[src/rtl/alu_pkg.sv]
// Shared ALU datapath constants, pipeline payload types and the 4-bit lookahead group function.
// Imported by the CLA adder and its lookahead sub-module.
package alu_pkg;

   localparam int ALU_W   = 32;
   localparam int LCU_GRP = 4;
   localparam int NGRP    = ALU_W / LCU_GRP;

   localparam int FLG_C = 0;
   localparam int FLG_V = 1;
   localparam int FLG_Z = 2;
   localparam int FLG_N = 3;

   // Stage-1 payload: per-bit generate/propagate, per-group G/P and the carry-in
   typedef struct packed {
      logic [ALU_W-1:0] p;
      logic [ALU_W-1:0] g;
      logic [NGRP-1:0]  gg;
      logic [NGRP-1:0]  gp;
      logic             c0;
   } s1_t;

   function automatic logic [1:0] grp_gp(input logic [3:0] g4, input logic [3:0] p4);
      logic gg;
      logic pp;
      gg = g4[3] | (p4[3] & g4[2]) | (p4[3] & p4[2] & g4[1]) | (p4[3] & p4[2] & p4[1] & g4[0]);
      pp = &p4;
      return {gg, pp};
   endfunction

endpackage

[src/rtl/lcu4_level.sv]
// 4-wide lookahead carry unit: carries out of each position plus group G/P.
// Latency: combinational, 0 cycles.
// Backpressure: none, pure logic.
module lcu4_level
   import alu_pkg::*;
(
   input  logic [3:0] g,
   input  logic [3:0] p,
   input  logic       ci,
   output logic [3:0] c,
   output logic       gout,
   output logic       pout
);

   // c[i] is the carry out of position i, all expanded flat from ci
   always_comb begin
      c[0] = g[0] | (p[0] & ci);
      c[1] = g[1] | (p[1] & g[0]) | (p[1] & p[0] & ci);
      c[2] = g[2] | (p[2] & g[1]) | (p[2] & p[1] & g[0]) | (p[2] & p[1] & p[0] & ci);
      c[3] = g[3] | (p[3] & g[2]) | (p[3] & p[2] & g[1]) | (p[3] & p[2] & p[1] & g[0])
           | (p[3] & p[2] & p[1] & p[0] & ci);
   end

   assign {gout, pout} = grp_gp(g, p);

endmodule

[src/rtl/cla_adder32_pipe.sv]
// Two-stage pipelined 32-bit carry-lookahead adder/subtractor with C/V/Z/N flags.
// Latency: 2 cycles from accept to out_valid; 1 result per cycle.
// Backpressure: valid/ready; in_ready = !s1_valid | adv2, output registers hold while stalled.
module cla_adder32_pipe
   import alu_pkg::*;
#(
   parameter int WIDTH = ALU_W,
   parameter int GROUP = LCU_GRP
) (
   input  logic             clk,
   input  logic             rst,
   input  logic             in_valid,
   output logic             in_ready,
   input  logic [WIDTH-1:0] a,
   input  logic [WIDTH-1:0] b,
   input  logic             sub,
   input  logic             cin,
   output logic             out_valid,
   input  logic             out_ready,
   output logic [WIDTH-1:0] sum,
   output logic             cout,
   output logic             ovf,
   output logic             zero,
   output logic             neg
);

   localparam int NG = WIDTH / GROUP;

   logic             s1_valid;
   logic             s2_valid;
   logic             adv1;
   logic             adv2;
   s1_t              s1_d;
   s1_t              s1_q;
   logic [WIDTH-1:0] b_eff;
   logic [WIDTH-1:0] p_d;
   logic [WIDTH-1:0] g_d;
   logic [WIDTH-1:0] sum_d;
   logic [WIDTH-1:0] sum_q;
   logic [3:0]       flg_d;
   logic [3:0]       flg_q;

   assign adv2     = s1_valid & (~s2_valid | out_ready);
   assign in_ready = ~s1_valid | adv2;
   assign adv1     = in_valid & in_ready;

   // Stage 1: subtract is A + ~B + 1, so fold the inversion into b_eff here
   always_comb begin
      b_eff   = sub ? ~b : b;
      p_d     = a ^ b_eff;
      g_d     = a & b_eff;
      s1_d    = '0;
      s1_d.p  = p_d;
      s1_d.g  = g_d;
      s1_d.c0 = sub | cin;
      for (int k = 0; k < NG; k++) begin
         {s1_d.gg[k], s1_d.gp[k]} = grp_gp(g_d[4*k +: 4], p_d[4*k +: 4]);
      end
   end

   // Stage 2: group-level lookahead over each 16-bit half, chained through c16
   logic [2:0]       gc_lo;
   logic [3:0]       gc_hi;
   logic             sg_g_lo;
   logic             sg_p_lo;
   logic             c16;
   logic [NG-1:0]    gcin;
   logic [3*NG-1:0]  bco;
   logic [WIDTH-1:0] cvec;
   logic             unused_lo_c3;
   logic             unused_hi_g;
   logic             unused_hi_p;
   logic [NG-1:0]    unused_bco;
   logic [NG-1:0]    unused_bg;
   logic [NG-1:0]    unused_bp;

   lcu4_level u_grp_lo (
      .g    (s1_q.gg[3:0]),
      .p    (s1_q.gp[3:0]),
      .ci   (s1_q.c0),
      .c    ({unused_lo_c3, gc_lo}),
      .gout (sg_g_lo),
      .pout (sg_p_lo)
   );

   assign c16 = sg_g_lo | (sg_p_lo & s1_q.c0);

   lcu4_level u_grp_hi (
      .g    (s1_q.gg[7:4]),
      .p    (s1_q.gp[7:4]),
      .ci   (c16),
      .c    (gc_hi),
      .gout (unused_hi_g),
      .pout (unused_hi_p)
   );

   assign gcin = {gc_hi[2:0], c16, gc_lo, s1_q.c0};

   for (genvar k = 0; k < NG; k++) begin : g_bit
      lcu4_level u_bit (
         .g    (s1_q.g[4*k +: 4]),
         .p    (s1_q.p[4*k +: 4]),
         .ci   (gcin[k]),
         .c    ({unused_bco[k], bco[3*k +: 3]}),
         .gout (unused_bg[k]),
         .pout (unused_bp[k])
      );
      assign cvec[4*k +: 4] = {bco[3*k +: 3], gcin[k]};
   end

   // cvec[i] is the carry into bit i; c32 comes from the group-level chain
   always_comb begin
      sum_d        = s1_q.p ^ cvec;
      flg_d        = '0;
      flg_d[FLG_C] = gc_hi[3];
      flg_d[FLG_V] = cvec[WIDTH-1] ^ gc_hi[3];
      flg_d[FLG_Z] = ~|sum_d;
      flg_d[FLG_N] = sum_d[WIDTH-1];
   end

   always_ff @(posedge clk) begin
      if (rst) begin
         s1_valid <= 1'b0;
         s2_valid <= 1'b0;
         s1_q     <= '0;
         sum_q    <= '0;
         flg_q    <= '0;
      end else begin
         if (adv1) s1_q <= s1_d;
         s1_valid <= adv1 | (s1_valid & ~adv2);
         if (adv2) begin
            sum_q <= sum_d;
            flg_q <= flg_d;
         end
         s2_valid <= adv2 | (s2_valid & ~out_ready);
      end
   end

   assign out_valid = s2_valid;
   assign sum       = sum_q;
   assign cout      = flg_q[FLG_C];
   assign ovf       = flg_q[FLG_V];
   assign zero      = flg_q[FLG_Z];
   assign neg       = flg_q[FLG_N];

endmodule

[config.mk]
export PLATFORM = sky130hd
export DESIGN_NAME = cla_adder32_pipe
export DESIGN_NICKNAME = d
export VERILOG_FILES = /design/src/rtl/alu_pkg.sv /design/src/rtl/lcu4_level.sv /design/src/rtl/cla_adder32_pipe.sv
export SDC_FILE = /design/constraint.sdc
export NUM_CORES = 1
export LEC_CHECK = 0
export BUFFER_PORTS_ARGS = -buffer_cell sky130_fd_sc_hd__buf_2
export CAP_MARGIN = 20
export CORE_ASPECT_RATIO = 0.6
export CORE_MARGIN = 4
export CORE_UTILIZATION = 50
export DETAILED_ROUTE_END_ITERATION = 16
export GPL_ROUTABILITY_DRIVEN = 0
export PLACE_DENSITY = 0.73
export SLEW_MARGIN = 40
export SYNTH_ARGS = -nofsm -noshare
export SYNTH_HDL_FRONTEND = slang
export SYNTH_SLANG_ARGS = --single-unit
[constraint.sdc]
create_clock -name clk -period 3.13 [get_ports clk]
set_input_delay 0.626 -clock clk [delete_from_list [all_inputs] [get_ports clk]]
set_output_delay 0.626 -clock clk [all_outputs]
set_load 0.02 [all_outputs]
Word level (Yosys, flattened, before mapping)
Index checks and enable logic that the tools add are counted.
{"block": "classes", "mux": 1, "bitwise_logic": 253, "n_reduce_logical": 11}
{"cell": "$and 1x1->1", "count": 147}
{"cell": "$or 1x1->1", "count": 97}
{"cell": "$xor 32x32->32", "count": 2}
{"cell": "$reduce_and 4->1", "count": 9}
{"cell": "$and 32x32->32", "count": 1}
{"cell": "$mux 32", "count": 1}
{"cell": "$not 32->32", "count": 1}
{"cell": "$reduce_or 32->1", "count": 1}
{"cell": "$not 1->1", "count": 4}
{"cell": "$logic_not 1->1", "count": 1}
{"cell": "$xor 1x1->1", "count": 1}
{"block": "word_totals", "word_cells": 274, "inputBits": 70, "regBits": 118, "out_inout_bits": 38}

Logic depth before layout (Yosys ltp)
Gate-level depths: netlist of the first run.
{"block": "logic_depth", "depth_word": 12, "depth_mapped": 13}

Modules after synthesis
Synthesis of the first run repeated with hierarchy kept, for this count alone.
{"block": "hier_totals", "hier_cells": 741, "area_unflattened_um2": 5965.7}
{"mod": "cla_adder32_pipe", "instances": 1, "cells_each": 641, "area_each_um2": 5365.1}
{"mod": "lcu4_level", "instances": 10, "cells_each": 10, "area_each_um2": 60.1}

Worst setup path after synthesis of the first run
OpenSTA, ideal clock, no wires.
{"block": "synth_timing", "path_kind": "register to register", "start": "register s1_q (netlist bit cvec[0])", "end": "register flg_q[2]", "arrival_ns": 2.539, "n_path_buf": 1, "period_less_slack_ns": 2.599, "path_slack_ns": 0.531, "setup_ns": 0.059, "path_stages_with_launch": 14, "path_cell_list": "dfxtp_1 a21o_1 buf_6 a221oi_1 o21bai_1 a21o_1 ha_1 nor4_1 nand2_1 nor4_1 nand4b_1 nor4_1 nand4_1 nand2_1"}
{"block": "synth_between", "word_cells_on_any_way": 65, "classes_between": "63 x bitwise; 2 x reduce/logical"}
{"element": "start: declaration", "line": "cla_adder32_pipe.sv:34", "text": "s1_t s1_q;"}
{"element": "start signal: assignment", "line": "cla_adder32_pipe.sv:125", "text": "s1_q <= '0;"}
{"element": "start signal: assignment", "line": "cla_adder32_pipe.sv:129", "text": "if (adv1) s1_q <= s1_d;"}
{"element": "$and 1x1->1", "line": "cla_adder32_pipe.sv:86", "text": "assign c16 = sg_g_lo | (sg_p_lo & s1_q.c0);"}
{"element": "$or 1x1->1", "line": "cla_adder32_pipe.sv:86"}
{"element": "$and 1x1->1", "line": "lcu4_level.sv:19", "text": "c[2] = g[2] | (p[2] & g[1]) | (p[2] & p[1] & g[0]) | (p[2] & p[1] & p[0] & ci);"}
{"element": "$or 1x1->1", "line": "lcu4_level.sv:19"}
{"element": "$xor 32x32->32", "line": "cla_adder32_pipe.sv:113", "text": "sum_d = s1_q.p ^ cvec;"}
{"element": "named net sum_d[28]", "line": "cla_adder32_pipe.sv:38", "text": "logic [WIDTH-1:0] sum_d;"}
{"element": "$reduce_or 32->1", "line": "cla_adder32_pipe.sv:117", "text": "flg_d[FLG_Z] = ~|sum_d;"}
{"element": "$logic_not 1->1", "line": "cla_adder32_pipe.sv:117"}
{"element": "end signal: assignment", "line": "cla_adder32_pipe.sv:133", "text": "flg_q <= flg_d;"}
{"element": "end: declaration", "line": "cla_adder32_pipe.sv:41", "text": "logic [3:0] flg_q;"}
The timed path passes the listed nets, and every way through them passes these cells.
A chain may end at the register's enable or synchronous reset.

Worst setup path after layout of the first run
{"block": "layout_timing", "start": "register s1_q[10] (netlist name)", "end": "register flg_q[2]"}
{"block": "layout_between", "word_cells_on_any_way": 55, "classes_between": "53 x bitwise; 2 x reduce/logical"}
{"element": "$and 1x1->1"}
{"element": "$or 1x1->1 (2 in a row)"}
{"element": "$or 1x1->1", "line": "cla_adder32_pipe.sv:86"}
{"element": "$and 1x1->1", "line": "lcu4_level.sv:19"}
{"element": "$or 1x1->1", "line": "lcu4_level.sv:19"}
{"element": "$xor 32x32->32", "line": "cla_adder32_pipe.sv:113"}
{"element": "named net sum_d[28]", "line": "cla_adder32_pipe.sv:38"}
{"element": "$reduce_or 32->1", "line": "cla_adder32_pipe.sv:117"}
{"element": "$logic_not 1->1", "line": "cla_adder32_pipe.sv:117"}
The timed path passes the listed nets, and every way through them passes these cells.

==> results.txt, run 1 <==
The switching component of the power is 1.01 mW. The core utilization of the finished layout is 0.616. The final instance area came out at 6680 um^2. The met2 track demand over resource came out at 0.334. Of the cells placed in the final design, the portion with a size suffix greater than 1 is 0.178. The insertion delay of the later-clocked pin in the worst-skew pair came out at 0.35 ns. In this run the number of H-tree levels came out at 3.

The min-delay analysis places its worst path in the category reg2reg. The worst setup path is of the reg2reg kind. The number of slew-limit violations in the final report came out at 0. In this run the standard cell core region covers 10800 um^2.

The number of synthesized flops with an enable pin came out at 0. The number of CTS-inserted buffers came out at 9. The overall die height came out at 90.7 um.

Clock skew on the completed layout was measured at 0.00307 ns. STA classifies the critical path endpoint as a flop. The clock network power share came out at 0.336. The first-pass GRT wire length is 25500 um. The area share of the largest cell type after synthesis came out at 0.386.

For the worst setup path, the data required time is 3.42 ns. Synthesis produced 726 cells. The area growth from synthesis to layout came out at 17.1%. The worst IR drop on VDD came out at 0.299 mV. In this run the count of I/O pins placed on the die edge is 108. Gates resized during post-CTS repair numbered 0.

The aggregate routed wire length came out at 15600 um. The detailed-routing iteration count for the pre-antenna-repair pass is 5. In the global route stage, met1 resource usage came out at 0.360. Summing over every cut layer, the via total after detailed routing is 5334.

The via count normalized by instance count is 5.57. Counting flops and latches in the post-synthesis netlist gives 110. The netlist area before placement came out at 5700 um^2. The tree is rooted in a sky130_fd_sc_hd__clkbuf_16. Clock-pin slew was measured on the worst setup and hold paths at 0.07 ns. In this run the worst path has a maximum fanout of 5. The net count of the finished layout came out at 924. The total number of yosys warnings came out at 0. The detail route stage leaves a number of antenna-violating nets equal to 0. The net count of the mapped netlist came out at 836. For this run, the leading register cell type out of synthesis is sky130_fd_sc_hd__dfxtp_1. TritonCTS built the clock tree. The switching portion of total power came out at 0.296.

The critical path startpoint category is a flop. In the routed design, unresolved DRC markers number 0. The horizontal extent of the die came out at 146 um. The HPWL after detailed placement is 11900 um. Of the total power, combinational logic draws 0.205. The sequential area share after synthesis is 0.386. Fill cells in the final layout number 968.

The average cell area after synthesis came out at 7.86 um^2. Setup repair after global routing left no endpoint under its margin. The flow ran to the end, and the final reports show no timing, DRC or antenna violations. The maximum number of pins on one net before global-route repair is 82.

The post-layout minimum cycle time came out at 2.89 ns. The worst pin sits at a relative slew slack of 0.534. The count of buffers added on input and output ports is 107. The cell count after placement came out at 942. The internal power contribution is 2.41 mW. The transition time at the pin with the least slew margin came out at 0.690 ns. Synthesis instantiated 53 different standard cells from the library. The total negative slack for setup checks is 0 ns. The tree built by TritonCTS fans out to 110 sinks. The share of power burned in registers came out at 0.459. The overall routing resource usage is 0.237. Of all cell types, the one taking the most synthesized area is sky130_fd_sc_hd__dfxtp_1. After global routing, the most crowded layer is met1. The data arrival time at the worst-slack endpoint came out at 3.18 ns. The achievable clock frequency came out at 347 MHz. The final period utilization came out at 0.922. The number of placement rows came out at 29. The post-route non-filler standard cell count is 958.

In the layout the commonest cells are sky130_fd_sc_hd__nand2_1, sky130_fd_sc_hd__dfxtp_1, sky130_fd_sc_hd__buf_2. In the post-synthesis netlist, the biggest area contributors are sky130_fd_sc_hd__dfxtp_1, sky130_fd_sc_hd__nand2_1, sky130_fd_sc_hd__a21oi_1. The initial core utilization came out at 0.526.

The final global-route overflow total is 0. After the first detailed-routing iteration, the DRC count stood at 534. The number of buffers on the longest clock path came out at 2. In this run the power density over the cells is 512 nW/um^2. The number of post-CTS setup repair buffers came out at 0. The number of max-capacitance violations reported came out at 0. The via count of the first global-routing pass is 4989. The most frequent standard cell in the layout excluding fill and tap cells is sky130_fd_sc_hd__nand2_1. The number of diodes is 0. The number of hold-slack violations in the final timing report came out at 0. Setup violations remaining at the end of the flow were counted as 0.

The floorplan step defined a die boundary enclosing 13200 um^2. The analysis attributes to cell leakage a power of 2.93 nW. The initial antenna violation count came out at 0.

Of all flip-flops after synthesis, the portion carrying an async set or reset was 0. The instance area after placement came out at 6350 um^2. The number of hold-repair buffers added at the cts stage is 0. The per-cell routed wire length is 16.3 um. The met3 demand-to-capacity share in global routing is 0.0632.
-- final cells by class --
type                            instances  area, um^2  area share
Clock buffer                           10         239      0.0358
Clock inverter                          6        61.3     0.00918
Inverter                               10        37.5     0.00562
Multi-Input combinational cell        566        3340       0.500
Sequential cell                       110        2200       0.330
Tap cell                              139         174      0.0260
Timing Repair Buffer                  117         626      0.0937
-- critical path, cell delays in order (launching register included) --
cell and delay [ns]:
sky130_fd_sc_hd__dfxtp_1 0.34, sky130_fd_sc_hd__a21o_1 0.24, sky130_fd_sc_hd__a221oi_2 0.35, sky130_fd_sc_hd__o21bai_1 0.15, sky130_fd_sc_hd__a21o_1 0.22, sky130_fd_sc_hd__ha_1 0.34, sky130_fd_sc_hd__nor4_1 0.24, sky130_fd_sc_hd__nand2_1 0.10
sky130_fd_sc_hd__nor4_2 0.26, sky130_fd_sc_hd__nand4b_1 0.15, sky130_fd_sc_hd__nor4_2 0.23, sky130_fd_sc_hd__nand4_1 0.12, sky130_fd_sc_hd__nand2_1 0.09
-- power by group through the flow --
| stage | combinational [mW] | sequential [mW] | clock (mW) |
|---|---|---|---|
| 2_1_floorplan | 0.436 | 1.60 | 0 |
| 3_3_place_gp | 0.663 | 1.60 | 0 |
| 3_5_place_dp | 0.679 | 1.60 | 0 |
| 4_1_cts | 0.686 | 1.57 | 1.17 |
| 5_1_grt | 0.781 | 1.58 | 1.22 |
| 6_report | 0.701 | 1.57 | 1.15 |
-- worst paths after layout --
check	start	endpoint	slack [ns]	depth (start not counted)
setup / recovery	s1_q[10]	flg_q[2]	0.24	12
hold / removal	sum[19]	sum[19]	0.45	2
setup reg to reg	s1_q[10]	flg_q[2]	0.24	12
hold reg to reg	sum[19]	sum[19]	0.45	2
-- stage by stage --
step	hold slack, ns	total power, mW	setup slack, ns
global placement	0.437	2.26	0.354
global route	0.467	3.58	0.0373
CTS	0.452	3.42	0.111
finish	0.452	3.42	0.244
floorplan	0.433	2.04	0.531
detailed placement	0.444	2.28	0.121
-- registers in the layout (all words and copies together) (netlist names) --
| name | flops |
|---|---|
| s1_q | 72 |
| sum | 32 |
| flg_q | 3 |
| cvec | 1 |
| out_valid | 1 |
| s1_valid | 1 |
-- metal layers --
metal  part of all wire  vias up
li1                   -     2660
met1               0.49     2407
met2               0.40      249
met3               0.10       18
met4              0.012        0
met5                  0        -
-- cells by family (layout without fill, tap and decap cells) --
logic type | after synthesis | after routing | synth area share
simple gates | 297 | 297 | 0.222
fa+ha+maj | 40 | 40 | 0.0877
xor+xnor | 50 | 50 | 0.0768
flops | 110 | 110 | 0.386
buf+inv | 50 | 143 | 0.0349
mux | 1 | 1 | 0.00175
compound gates | 178 | 178 | 0.190
-- synthesized netlist by cell type, types with 2 or more instances --
| library cell | instances |
|---|---|
| sky130_fd_sc_hd__o21a_1 | 5 |
| sky130_fd_sc_hd__o22ai_1 | 2 |
| sky130_fd_sc_hd__clkbuf_1 | 30 |
| sky130_fd_sc_hd__and3_1 | 7 |
| sky130_fd_sc_hd__o211ai_1 | 2 |
| sky130_fd_sc_hd__ha_1 | 40 |
| sky130_fd_sc_hd__o21ai_0 | 12 |
| sky130_fd_sc_hd__dfxtp_1 | 110 |
| sky130_fd_sc_hd__a21o_1 | 8 |
| sky130_fd_sc_hd__buf_1 | 8 |
| sky130_fd_sc_hd__a211oi_1 | 13 |
| sky130_fd_sc_hd__o31a_1 | 5 |
| sky130_fd_sc_hd__xor2_1 | 38 |
| sky130_fd_sc_hd__nor4_1 | 5 |
| sky130_fd_sc_hd__or2_2 | 2 |
| sky130_fd_sc_hd__a221o_1 | 2 |
| sky130_fd_sc_hd__and2_1 | 6 |
| sky130_fd_sc_hd__nor2_1 | 59 |
| sky130_fd_sc_hd__a221oi_1 | 2 |
| sky130_fd_sc_hd__xnor2_1 | 12 |
| sky130_fd_sc_hd__o31ai_1 | 3 |
| sky130_fd_sc_hd__nand2_1 | 172 |
| sky130_fd_sc_hd__nand3_1 | 3 |
| sky130_fd_sc_hd__nand4_1 | 9 |
| sky130_fd_sc_hd__a21oi_1 | 104 |
| sky130_fd_sc_hd__nor2b_1 | 11 |
| sky130_fd_sc_hd__a2111oi_0 | 2 |
| sky130_fd_sc_hd__o211a_1 | 2 |
| sky130_fd_sc_hd__o2111a_1 | 2 |
| sky130_fd_sc_hd__nand2b_1 | 3 |
| sky130_fd_sc_hd__o21bai_1 | 3 |
| sky130_fd_sc_hd__inv_1 | 10 |
| sky130_fd_sc_hd__nor3_1 | 14 |
No activity file was read; power rests on OpenSTA's default activity.
==> run 2, diff against run 1 <==
--- a/config.mk
+++ b/config.mk
@@ -13,6 +13,7 @@
 export DETAILED_ROUTE_END_ITERATION = 16
 export GPL_ROUTABILITY_DRIVEN = 0
 export PLACE_DENSITY = 0.73
+export REMOVE_ABC_BUFFERS = 1
 export SLEW_MARGIN = 40
 export SYNTH_ARGS = -nofsm -noshare
 export SYNTH_HDL_FRONTEND = slang
==> run 2 against run 1 <==
Net effect: total power hardly changed; sequential power about the same; clock skew grew 0.0038 ns; global-route usage shrank 0.52 points; non-clock buffer count unchanged; maximum frequency shrank 0.11%; setup slack worse by 0.0033 ns; largest power group unchanged.
==> results.txt, run 2 (same netlist as run 1, synthesis figures left out) <==
The detailed-routing iteration count for the pre-antenna-repair pass came out at 5. The post-route worst setup slack is 0.241 ns. The via count of the first global-routing pass came out at 4944. The number of instances on the worst hold path came out at 2. The die is 146 um wide. The via count normalized by instance count came out at 5.53. The clock slew at the register clock pins of the worst setup and hold paths is 0.07 ns.

The overall routing resource usage is 0.232. The end of the worst hold path is sum[16]. The standard cell core area is 10800 um^2. The routed design uses 1090 um of met3 wire. Setup repair after global routing left no endpoint under its margin.

The post-route met1 wirelength is 7750 um. The H-tree depth is 3. The routed layout has 5295 vias. In this run the number of cells on the critical path is 12. The total negative slack for setup checks is 0 ns. The critical path class is reg2reg. The endpoint identified for the worst register-to-register timing path is flg_q[2]. The reg2reg setup slack came out at 0.24 ns. The data required time at the worst endpoint is 3.43 ns. For the worst-skew pair, the clock arrives at the later sink with an insertion delay of 0.35 ns. The critical path goes through a21o_1 -> a221o_1 -> a21oi_2 -> inv_1 -> ha_1 -> nor4_1 -> nand2_1 -> nor4_1 -> nand4b_1 -> nor4_2 -> nand4_1 -> nand2_1. In the routed design, unresolved DRC markers number 0. The maximum number of pins on one net before global-route repair came out at 74.

The initial antenna violation count was 0. The final instance area is 6720 um^2. After layout, the minimum clock period comes to 2.89 ns. The overall die height came out at 90.7 um. The library cell used most frequently in the layout, excluding fill and tap cells, is sky130_fd_sc_hd__nand2_1. The worst hold path belongs to the class reg2reg.

The worst IR drop on VDD came out at 0.294 mV. The achievable clock frequency came out at 346 MHz. The worst setup timing slack at the placement stage came out at 0.173 ns.

The final-layout worst hold slack came out at 0.450 ns. Counting both buffers and inverters, the worst setup path holds a total of 1. The core utilization of the finished layout came out at 0.620. The number of sinks on the clock net is 110. The routed design uses 6280 um of met2 wire.

The endpoint kind of the worst setup timing path is a flop. The per-cell routed wire length came out at 16.0 um. The worst hold path begins at sum[16].

The net count of the finished layout is 924. For the pin with the worst max-slew slack, the measured transition is 0.789 ns. The total of buffers placed on input and output ports is 107. Along the worst path, the maximum fanout reaches 5. The number of CTS-inserted buffers came out at 9. The delay contributed by the slowest stage of the critical path is 0.47 ns. The aggregate routed wire length is 15400 um.

For this design, the CTS-stage hold fixing added 0 buffers. STA classifies the critical path startpoint as a flop. The register with the most flip-flops in the layout has 72 of them. The number of hold-slack violations in the final timing report is 0. The flow ran to the end, and the final reports show no timing, DRC or antenna violations.

The number of design-rule violations left by the first detailed-router iteration is 368. The HPWL after detailed placement came out at 11400 um. In this design, the largest share of critical-path delay is due to simple AND/OR/NAND/NOR gates. The startpoint identified for the worst register-to-register timing path is s1_q[3]. The reported leakage power came out at 2.95 nW. The data arrival time at the worst-slack endpoint came out at 3.19 ns.

The worst-case reg-to-reg path depth came out at 12. Dividing total power by cell area gives a power density of 509 nW/um^2. The post-route non-filler standard cell count came out at 958.

The initial core utilization is 0.526. Power comes to 3.42 mW. The total overflow left after global routing is 0.

The die footprint is 13200 um^2. The largest register by flop count is s1_q. The count of nets left with antenna violations after detail routing came out at 0.

Across the run, the number of max-cap violations was 0. The longest clock path from root to sink contains 2 buffers. In the layout the commonest cells are sky130_fd_sc_hd__nand2_1, sky130_fd_sc_hd__dfxtp_1, sky130_fd_sc_hd__buf_2. The area growth from synthesis to layout is 17.9%. The number of slew-limit violations in the final report came out at 0.

The uppermost signal routing layer after detailed routing is met4. The number of diodes came out at 0. TritonCTS built the clock tree.

The share of post-route cells with drive strength above 1 came out at 0.176. The floorplan has 29 rows. The instance area after placement is 6390 um^2. The slowest cell on the critical path is sky130_fd_sc_hd__a221o_1. The I/O pin count is 108. The largest clock skew in the final design came out at 0.00683 ns.

The cell count after placement came out at 942. The worst pin sits at a relative slew slack of 0.474. The first global-routing pass estimated 25300 um of wire. In the finished design, the share of the clock period the worst path needs comes to 0.923. Setup violations remaining at the end of the flow were counted as 0. The root buffer selected by CTS is sky130_fd_sc_hd__clkbuf_16.
[run 2: cell count changes in the layout (fill, tap and decap cells not counted), sizes merged]
cell,delta
clkbuf,+2
clkinv,-1
clkinvlp,-1
[run 2: routing by layer]
metal  up-vias  track usage
met5         -            0
met4         0       0.0600
met3        22       0.0547
met2       172        0.334
met1      2434        0.346
li1       2667            -
[run 2: worst max-delay path by stage]
stage                     slack [ns]  endpoint       from
after global placement          0.32  flg_q[2]   s1_q[10]
after detailed placement        0.17  flg_q[2]   s1_q[10]
after floorplan                -0.25  s1_q[10]  out_ready
final                           0.24  flg_q[2]    s1_q[3]
after CTS                       0.11  flg_q[2]    s1_q[3]
after global routing            0.03  flg_q[2]    s1_q[3]
[run 2: cell type report]
cell class,instances,area (um^2)
fill,962,4130
multi-input combinational,566,3340
sequential,110,2200
timing repair buffer,117,663
clock buffer,12,256
tap,139,174
clock inverter,4,45.0
inverter,10,37.5
[run 2: worst register-to-register path, cell delays in order, from the launching register on]
cell	delay, ns
sky130_fd_sc_hd__dfxtp_1	0.35
sky130_fd_sc_hd__a21o_1	0.26
sky130_fd_sc_hd__a221o_1	0.47
sky130_fd_sc_hd__a21oi_2	0.20
sky130_fd_sc_hd__inv_1	0.06
sky130_fd_sc_hd__ha_1	0.28
sky130_fd_sc_hd__nor4_1	0.32
sky130_fd_sc_hd__nand2_1	0.13
sky130_fd_sc_hd__nor4_1	0.28
sky130_fd_sc_hd__nand4b_1	0.14
sky130_fd_sc_hd__nor4_2	0.16
sky130_fd_sc_hd__nand4_1	0.10
sky130_fd_sc_hd__nand2_1	0.07
[run 2: power breakdown]
part	switching (mW)	total (mW)	internal [mW]
clock network	0.499	1.16	0.661
registers	0.0847	1.57	1.49
logic	0.405	0.692	0.287
total	0.989	3.42	2.43
[run 2: what timing repair did]
action,4_1_cts,5_1_grt
resized for setup,0,4
setup endpoints to repair,0,1
setup buffers,0,0
==> run 3, diff against run 2 <==
--- a/config.mk
+++ b/config.mk
@@ -17,4 +17,5 @@
 export SLEW_MARGIN = 40
 export SYNTH_ARGS = -nofsm -noshare
 export SYNTH_HDL_FRONTEND = slang
+export SYNTH_HIERARCHICAL = 1
 export SYNTH_SLANG_ARGS = --single-unit
==> constraint.sdc (replaced) <==
create_clock -name clk -period 3.1 [get_ports clk]
set_input_delay 0.62 -clock clk [delete_from_list [all_inputs] [get_ports clk]]
set_output_delay 0.62 -clock clk [all_outputs]
set_load 0.02 [all_outputs]
==> run 3 against run 2 <==
Net effect: via count decreased by 10%; maximum frequency is 1.2% lower; total power decreased by 0.41%; cell area down 5.3%; largest power group unchanged.
==> results.txt, run 3 <==
The slowest cell on the critical path is sky130_fd_sc_hd__or4_4. The initial antenna violation count is 0. The final period utilization is 0.944.

The clock slew at the register clock pins of the worst setup and hold paths is 0.07 ns. The area growth from synthesis to layout came out at 17.4%. The cell class contributing the biggest share of worst-path delay is compound AO/OA/AOI/OAI gates.

The sum of internal, switching and leakage power is 3.41 mW. The signal on the critical path passes through a21oi_2 -> o21ai_1 -> a21oi_2 -> inv_1 -> a21o_1 -> a21oi_2 -> inv_2 -> a21o_1 -> a21o_1 -> a21oi_2 -> inv_2 -> xnor2_2 -> nand4_1 -> or4_4 -> o31ai_2. TritonCTS built the clock tree.

The via count normalized by instance count came out at 5.34. Of all nets on the critical path, the largest fanout is 4. The final global-route overflow total is 0.

The total of buffers placed on input and output ports is 107. The share of post-route cells with drive strength above 1 came out at 0.227. The netlist area before placement came out at 5420 um^2. The delay contributed by the slowest stage of the critical path is 0.50 ns.

The first-pass GRT wire length came out at 21500 um. The max-slew headroom at the worst pin came out at 0.588. Including well taps, the total number of placed cells is 873.

The worst hold path was traced through 2 stages. The combined buffer and inverter count along the critical path is 3. The overall via count from detail_route came out at 4762. The power per standard cell area is 535 nW/um^2. The number of diodes came out at 0. The root buffer selected by CTS is sky130_fd_sc_hd__clkbuf_16.

Setup violations remaining at the end of the flow were counted as 0. The finished layout holds 892 standard cells, fillers aside. Counting stages on the worst path, the most repeated cell is sky130_fd_sc_hd__a21oi_2. The aggregate routed wire length came out at 13600 um. The worst IR drop on VDD is 0.268 mV. Timing would allow up to 342 MHz. Across all register-to-register paths, the minimum setup slack is 0.17 ns. Entering global routing, the biggest net connects 74 pins. Clock skew on the completed layout was measured at 0.00727 ns.

At the later pin of the worst-skew pair, clock insertion delay measures 0.35 ns. The critical path is of the reg2reg type. After legalization and detailed placement, the total HPWL measured 10300 um. The average cell area after synthesis came out at 8.25 um^2. The net count of the finished layout came out at 850. The overall routing resource usage came out at 0.214. The per-cell routed wire length is 15.3 um. The via count of the first global-routing pass was 4402. The die footprint came out at 12600 um^2. The I/O pin count came out at 108. The worst setup path is launched from a flop. The critical path depth is 15. The worst-case reg-to-reg path depth is 15. The total number of yosys warnings came out at 6. TritonCTS created 9 clock buffers.

The number of hold-slack violations in the final timing report is 0. The standard cell core area is 10600 um^2. The transition time at the pin with the least slew margin came out at 0.619 ns. The number of sinks on the clock net came out at 110.

The number of placement rows is 29. The post-route worst setup slack came out at 0.175 ns. Once detail routing completed, the nets flagged for antenna violations numbered 0. The overall die height is 88.7 um. The data required time at the worst endpoint is 3.37 ns. The number of flip-flops in the largest register is 72. The worst setup timing slack at the placement stage came out at -0.0608 ns. The first detailed-routing pass took 5 iterations.

From left edge to right edge, the die measures 142 um. Across the run, the number of max-cap violations was 0. The most frequent standard cell in the layout excluding fill and tap cells is sky130_fd_sc_hd__nand2_1. The total of fill cells in the finished design came out at 989.

The clock passes through at most 2 buffers. The largest register by flop count is s1_q. Leaving out fill and tap cells, the most frequent cells in the layout are sky130_fd_sc_hd__nand2_1, sky130_fd_sc_hd__dfxtp_1, sky130_fd_sc_hd__buf_2. The initial core utilization came out at 0.513. The number of slew-limit violations in the final report is 0. In this run the number of H-tree levels came out at 3. The number of design-rule violations left by the first detailed-router iteration is 390.

The number of DRC violations after detailed routing is 0. The data arrival time at the worst-slack endpoint is 3.20 ns. The core utilization of the finished layout came out at 0.603. After layout, the minimum clock period comes to 2.93 ns. The number of hold-repair buffers added at the cts stage is 0.

Counting every instance in the synthesized netlist gives 657. The run finished with clean final reports. The endpoint kind of the worst setup timing path is a flop. The class of the worst hold path is reg2reg. In this run the static leakage power is 2.90 nW. The total negative slack for setup checks came out at 0 ns.
==> run 3: routing by layer <==
layer  wire, um  track usage  vias up
li1           -            -     2391
met1       6700        0.315     2182
met2       5710        0.321      172
met3       1040       0.0454       17
met4        157       0.0569        0
met5          0            0        -
==> run 3: layout make-up <==
| cell class | count | area (um^2) | area share |
|---|---|---|---|
| multi-input combinational | 491 | 2980 | 0.468 |
| sequential | 110 | 2200 | 0.346 |
| timing repair buffer | 122 | 663 | 0.104 |
| clock buffer | 10 | 229 | 0.0360 |
| tap | 139 | 174 | 0.0273 |
| clock inverter | 6 | 62.6 | 0.00983 |
| inverter | 14 | 52.6 | 0.00825 |
==> run 3: per-stage QoR <==
step | instance area [um^2] | hold WS (ns)
3_3_place_gp | 6030 | 0.445
3_5_place_dp | 6030 | 0.445
6_report | 6370 | 0.454
2_1_floorplan | 5210 | 0.426
5_1_grt | 6370 | 0.477
4_1_cts | 6330 | 0.454
==> run 3: power by group <==
group / switching [mW] / internal, mW
clock network: 0.518 / 0.624
logic: 0.398 / 0.283
registers: 0.0784 / 1.51
==> run 3: worst paths after layout <==
| check | startpoint | to |
|---|---|---|
| max reg2reg | s1_q[2] | flg_q[2] |
| min | sum[20] | sum[20] |
| min reg2reg | sum[20] | sum[20] |
| max | s1_q[2] | flg_q[2] |
==> run 3: worst register-to-register path, delay by kind of cell, from the launching register on <==
kind | cells | cell delay (ns)
AOI/OAI and AO/OA | 9 | 1.49
xor gates and xnor gates | 1 | 0.17
buffers and inverters | 3 | 0.20
DFF | 1 | 0.34
and+or+nand+nor | 2 | 0.64
==> run 3: repair_timing <==
action | CTS | global route
pin swaps | 2 | 8
gates resized for setup | 1 | 6
endpoints found under the setup margin | 1 | 1
setup buffers | 0 | 3
